$ cat src/rtl/spi_pkg.sv
// Shared types and mode constants for the SPI master.
package spi_pkg;

    typedef enum logic [2:0] {
        IDLE,
        SETUP,
        SHIFT,
        HOLD,
        GAP
    } spi_master_state_t;

    localparam int unsigned SPI_CPOL = 0;
    localparam int unsigned SPI_CPHA = 0;

endpackage

$ cat src/rtl/spi_clk_div.sv
// Half-period tick generator: tick fires on every CLK_DIV-th enabled cycle.
module spi_clk_div #(
    parameter int unsigned CLK_DIV = 4
) (
    input  logic clk_i,
    input  logic reset_i,
    input  logic en,
    input  logic clr,
    output logic tick
);

    localparam int unsigned DIV_W = (CLK_DIV > 1) ? $clog2(CLK_DIV) : 1;

    logic [DIV_W-1:0] cnt_q;
    logic [DIV_W-1:0] cnt_d;

    always_comb begin
        tick  = en && (cnt_q == DIV_W'(CLK_DIV - 1));
        cnt_d = cnt_q;
        if (clr || tick) begin
            cnt_d = '0;
        end else if (en) begin
            cnt_d = cnt_q + 1'b1;
        end
    end

    always_ff @(posedge clk_i or posedge reset_i) begin
        if (reset_i) begin
            cnt_q <= '0;
        end else begin
            cnt_q <= cnt_d;
        end
    end

endmodule

$ cat src/rtl/spi_master.sv
// SPI mode-0 master: one word per valid/ready handshake, full duplex, MSB first.
module spi_master
    import spi_pkg::*;
#(
    parameter int unsigned DATA_W  = 8,
    parameter int unsigned CLK_DIV = 4,
    parameter int unsigned CS_GAP  = 2
) (
    input  logic              clk_i,
    input  logic              reset_i,
    input  logic [DATA_W-1:0] tx_data_i,
    input  logic              tx_valid_i,
    output logic              tx_ready_o,
    input  logic              MISO,
    output logic              SCK,
    output logic              MOSI,
    output logic              SS,
    output logic [DATA_W-1:0] rx_data_o,
    output logic              done,
    output logic              busy_o
);

    localparam int unsigned BIT_W = $clog2(DATA_W);
    localparam int unsigned GAP_W = (CS_GAP > 1) ? $clog2(CS_GAP) : 1;

    if (DATA_W < 2) begin : g_chk_data_w
        $error("spi_master: DATA_W must be >= 2");
    end
    if (CLK_DIV < 2) begin : g_chk_clk_div
        $error("spi_master: CLK_DIV must be >= 2");
    end
    if (CS_GAP < 1) begin : g_chk_cs_gap
        $error("spi_master: CS_GAP must be >= 1");
    end
    if (SPI_CPOL != 0 || SPI_CPHA != 0) begin : g_chk_mode
        $error("spi_master: only mode 0 is implemented");
    end

    spi_master_state_t state_q;
    logic [DATA_W-1:0] tx_sh_q;
    logic [DATA_W-1:0] rx_sh_q;
    logic [DATA_W-1:0] rx_data_q;
    logic [BIT_W-1:0]  bit_cnt_q;
    logic [GAP_W-1:0]  gap_cnt_q;
    logic              hold_half_q;
    logic              sck_q;
    logic              ss_q;
    logic              mosi_q;
    logic              ready_q;
    logic              busy_q;
    logic              done_q;

    logic div_en;
    logic div_tick;

    assign div_en = state_q inside {SETUP, SHIFT, HOLD};

    spi_clk_div #(
        .CLK_DIV(CLK_DIV)
    ) u_clk_div (
        .clk_i  (clk_i),
        .reset_i(reset_i),
        .en     (div_en),
        .clr    (!div_en),
        .tick   (div_tick)
    );

    always_ff @(posedge clk_i or posedge reset_i) begin
        if (reset_i) begin
            state_q     <= IDLE;
            tx_sh_q     <= '0;
            rx_sh_q     <= '0;
            rx_data_q   <= '0;
            bit_cnt_q   <= '0;
            gap_cnt_q   <= '0;
            hold_half_q <= 1'b0;
            sck_q       <= 1'b0;
            ss_q        <= 1'b1;
            mosi_q      <= 1'b0;
            ready_q     <= 1'b1;
            busy_q      <= 1'b0;
            done_q      <= 1'b0;
        end else begin
            done_q <= 1'b0;
            case (state_q)
                IDLE: begin
                    if (tx_valid_i && ready_q) begin
                        tx_sh_q   <= tx_data_i;
                        mosi_q    <= tx_data_i[DATA_W-1];
                        ss_q      <= 1'b0;
                        ready_q   <= 1'b0;
                        busy_q    <= 1'b1;
                        bit_cnt_q <= '0;
                        state_q   <= SETUP;
                    end
                end
                SETUP: begin
                    if (div_tick) begin
                        sck_q   <= 1'b1;
                        rx_sh_q <= {rx_sh_q[DATA_W-2:0], MISO};
                        state_q <= SHIFT;
                    end
                end
                SHIFT: begin
                    if (div_tick) begin
                        sck_q <= !sck_q;
                        if (!sck_q) begin
                            rx_sh_q <= {rx_sh_q[DATA_W-2:0], MISO};
                        end else if (bit_cnt_q == BIT_W'(DATA_W - 1)) begin
                            hold_half_q <= 1'b0;
                            state_q     <= HOLD;
                        end else begin
                            tx_sh_q   <= tx_sh_q << 1;
                            mosi_q    <= tx_sh_q[DATA_W-2];
                            bit_cnt_q <= bit_cnt_q + 1'b1;
                        end
                    end
                end
                // The last bit keeps its full low half-period before the CLK_DIV hold.
                HOLD: begin
                    if (div_tick) begin
                        if (!hold_half_q) begin
                            hold_half_q <= 1'b1;
                        end else begin
                            ss_q      <= 1'b1;
                            done_q    <= 1'b1;
                            rx_data_q <= rx_sh_q;
                            mosi_q    <= 1'b0;
                            gap_cnt_q <= '0;
                            state_q   <= GAP;
                        end
                    end
                end
                GAP: begin
                    if (gap_cnt_q == GAP_W'(CS_GAP - 1)) begin
                        ready_q <= 1'b1;
                        busy_q  <= 1'b0;
                        state_q <= IDLE;
                    end else begin
                        gap_cnt_q <= gap_cnt_q + 1'b1;
                    end
                end
                default: state_q <= IDLE;
            endcase
        end
    end

    assign tx_ready_o = ready_q;
    assign SCK        = sck_q;
    assign MOSI       = mosi_q;
    assign SS         = ss_q;
    assign rx_data_o  = rx_data_q;
    assign done       = done_q;
    assign busy_o     = busy_q;

endmodule

$ cat config.mk
export PLATFORM = sky130hd
export DESIGN_NAME = spi_master
export DESIGN_NICKNAME = d
export VERILOG_FILES = /design/src/rtl/spi_pkg.sv /design/src/rtl/spi_clk_div.sv /design/src/rtl/spi_master.sv
export SDC_FILE = /design/constraint.sdc
export NUM_CORES = 1
export LEC_CHECK = 0
export ABC_AREA = 1
export CAP_MARGIN = 20
export CORE_MARGIN = 5
export CORE_UTILIZATION = 35
export CTS_CLUSTER_SIZE = 40
export DETAILED_ROUTE_END_ITERATION = 8
export RECOVER_POWER = 100
export SYNTH_ARGS = -nofsm -noshare
export SYNTH_HDL_FRONTEND = slang
export SYNTH_HIERARCHICAL = 1
export SYNTH_SLANG_ARGS = --single-unit
$ cat constraint.sdc
create_clock -name clk_i -period 2.33 [get_ports clk_i]
set_input_delay 0.466 -clock clk_i [delete_from_list [all_inputs] [get_ports clk_i]]
set_output_delay 0.466 -clock clk_i [all_outputs]
set_load 0.01 [all_outputs]
==> results.sh <==
export IMPL_numClockSinks=39
export IMPL_yosysUniqueCellTypes=24
export IMPL_portBuffers=25
export IMPL_worst_hold_path_type="flop to flop"
export IMPL_critPathKind="flop to flop"
export IMPL_antenna_found_initial=0
export IMPL_final_common_cell="nand2_1"
export IMPL_rsz0062_at_grt="false"
export IMPL_drt_pass1_iterations=4
export IMPL_grt_first_pass_wirelength_um=6510
export IMPL_holdBufCountCts=0
export IMPL_fin_skew_ps=8.63
export IMPL_finalWorstSetupSlack_ps=288
export IMPL_drv_cap=0
export IMPL_grt_max_degree=38
export IMPL_power_density_nw_per_um2=1070
export IMPL_fin_util_pct=43.5
export IMPL_slew_headroom_pct=40.0
export IMPL_seqPwrFrac_pct=39.2
export IMPL_tightest_slew_ps=899
export IMPL_start_kind="flop"
export IMPL_post_cts_resized=0
export IMPL_endpoint_kind="flop"
export IMPL_syn_num_nets=248
export IMPL_yosys_warnings=6
export IMPL_clkLatencyLatePin_ps=300
export IMPL_htree_num_levels=2
export IMPL_vias=1497
export IMPL_setup_viol=0
export IMPL_ios=26
export IMPL_cts_buffers=5
export IMPL_syn_area_um2=1900
export IMPL_finalWeightedCongestion=0.826
export IMPL_met1_usage_pct=14.0
export IMPL_power_leakage_uw=0.00119
export IMPL_first_iter_violations=84
export IMPL_dieArea_um2=7010
export IMPL_maxSlewViolCount=0
export IMPL_die_x_um=83.7
export IMPL_combPwrFrac_pct=37.5
export IMPL_cts_buffer_depth=2
export IMPL_status="complete, no violations"
export IMPL_cp_required_ps=2520
export IMPL_synth_edf_count=0
export IMPL_fin_crit_sh_pct=87.6
export IMPL_wl_um=3620
export IMPL_async_reset_ff_share_pct=100
export IMPL_post_place_ws_ps=330
export IMPL_fin_tns_setup_ps=0
export IMPL_grt_busiest_layer="met2"
export IMPL_grt_pass1_vias=1460
export IMPL_postCtsSetupBuffers=0
export IMPL_nets=277
export IMPL_area_delta_synth_final_pct=19.1
export IMPL_intPower_uw=1490
export IMPL_cts_root_buf="clkbuf_8"
export IMPL_grt_met3_usage_pct=3.26
export IMPL_yosysSeqAreaShare_pct=51.4
export IMPL_peakVddDrop_uv=516
export IMPL_swShare_pct=38.8
export IMPL_cp_arrival_ps=2230
export IMPL_pwr_share_clk_pct=23.3
export IMPL_overflow=0
export IMPL_synthFlopType="dfrtp_1"
export IMPL_synth_avg_cell_area_um2=8.17
export IMPL_max_freq_ghz=0.490
export IMPL_path_clk_slew_ps=70
export IMPL_final_cell_mix="nand2_1, dfrtp_1, inv_1"
export IMPL_drc=0
export IMPL_worst_path_max_fanout=10
export IMPL_initial_utilization_pct=36.6
export IMPL_drive_gt1_share_pct=8.37
export IMPL_met2_usage_pct=18.1
export IMPL_stdcell_count=333
export IMPL_via_per_inst=4.50
export IMPL_row_count=26
export IMPL_cts_tree="yes"
export IMPL_hold_viol=0
export IMPL_n_antenna_cell=0
export IMPL_p_sw_uw=940
export IMPL_track_usage_pct=11.3
export IMPL_wl_per_cell_um=10.9
export IMPL_drtAntennaViolNets=0
export IMPL_r2r_slack_ps=290
export IMPL_dp_hpwl_um=2630
export IMPL_min_period_ps=2040
export IMPL_syn_inst=233
export IMPL_synth_seq_cells=39
export IMPL_fp_dieH_um=83.7
export IMPL_dp_cells=325
export IMPL_design_core_area_um2=5200
[area by class of cell]
class	instances	area, µm²
Clock inverter	3	43.8
Tap cell	70	87.6
Inverter	25	96.3
Sequential cell	39	978
Clock buffer	5	68.8
Fill cell	562	2940
Multi-Input combinational cell	163	724
Timing Repair Buffer	28	267
[state kept, by name, indices dropped and copies added (netlist names)]
register and cells:
SCK 1, tx_sh_q 7, busy_o 1, done 1, hold_half_q 1, gap_cnt_q 1
state_q 3, SS 1, u_clk_div/cnt_q 2, bit_cnt_q 3, rx_data_o 8, MOSI 1
rx_sh_q 8, tx_ready_o 1
[per-stage QoR]
step / hold WS, ps / area (µm²) / power, µW
final: 468 / 2270 / 2430
after global routing: 484 / 2270 / 2650
after CTS: 348 / 2330 / 2540
after detailed placement: 461 / 2220 / 1960
after global placement: 453 / 2220 / 1950
after floorplan: 207 / 1900 / 1700
[cells in the mapped netlist, types with 3 or more instances]
cell type / instances / area (µm²)
nand2_2: 5 / 31.3
nor2_1: 10 / 37.5
o21ai_0: 3 / 15.0
nand3_1: 20 / 100
nor2_2: 3 / 18.8
o21ai_2: 7 / 61.3
o21ai_1: 7 / 35.0
nand2_1: 96 / 360
inv_1: 23 / 86.3
ha_1: 3 / 37.5
dfrtp_1: 37 / 926
[power by group through the flow]
stage               logic (µW)  clock network [µW]  registers, µW
floorplan                  738                   0            965
global placement           982                   0            969
detailed placement         993                   0            970
CTS                        996                 584            958
global route              1060                 620            979
finish                     909                 565            952
[kinds of logic after synthesis]
family	share of synthesized area [%]
compound gates	6.57
buf+inv	7.56
flops	51.4
simple gates	32.5
fa+ha+maj	1.97
[worst paths after layout]
path | from | end | depth (start not counted)
setup / recovery | state_q[0]$_DFFE_PP0P_ | state_q[0]$_DFFE_PP0P_ | 11
hold / removal | MOSI$_DFFE_PP0P_ | MOSI$_DFFE_PP0P_ | 2
setup reg to reg | state_q[0]$_DFFE_PP0P_ | state_q[0]$_DFFE_PP0P_ | 11
hold reg to reg | MOSI$_DFFE_PP0P_ | MOSI$_DFFE_PP0P_ | 2
max in group asynchronous | reset_i | tx_sh_q[1]$_DFFE_PP0P_ | 3
min in group asynchronous | reset_i | u_clk_div/cnt_q[0]$_DFFE_PP0P_ | 2
[routing by layer]
| layer | share of wire [%] | up-vias |
|---|---|---|
| met5 | 0 | - |
| met1 | 48 | 688 |
| met2 | 49 | 21 |
| met3 | 2.9 | 4 |
| li1 | - | 784 |
| met4 | 0.99 | 0 |
[critical path, stage by stage, from the launching register on]
cell and delay, ps:
dfrtp_1 440, nor2_1 110, nor2_1 260, nand2_1 120, inv_1 160, inv_1 110, nand3_2 190, nand2_1 80
nor2_1 240, nand2_1 110, nand2_1 70, nand2_1 50
Note: power is estimated with default switching activity, not from simulation.
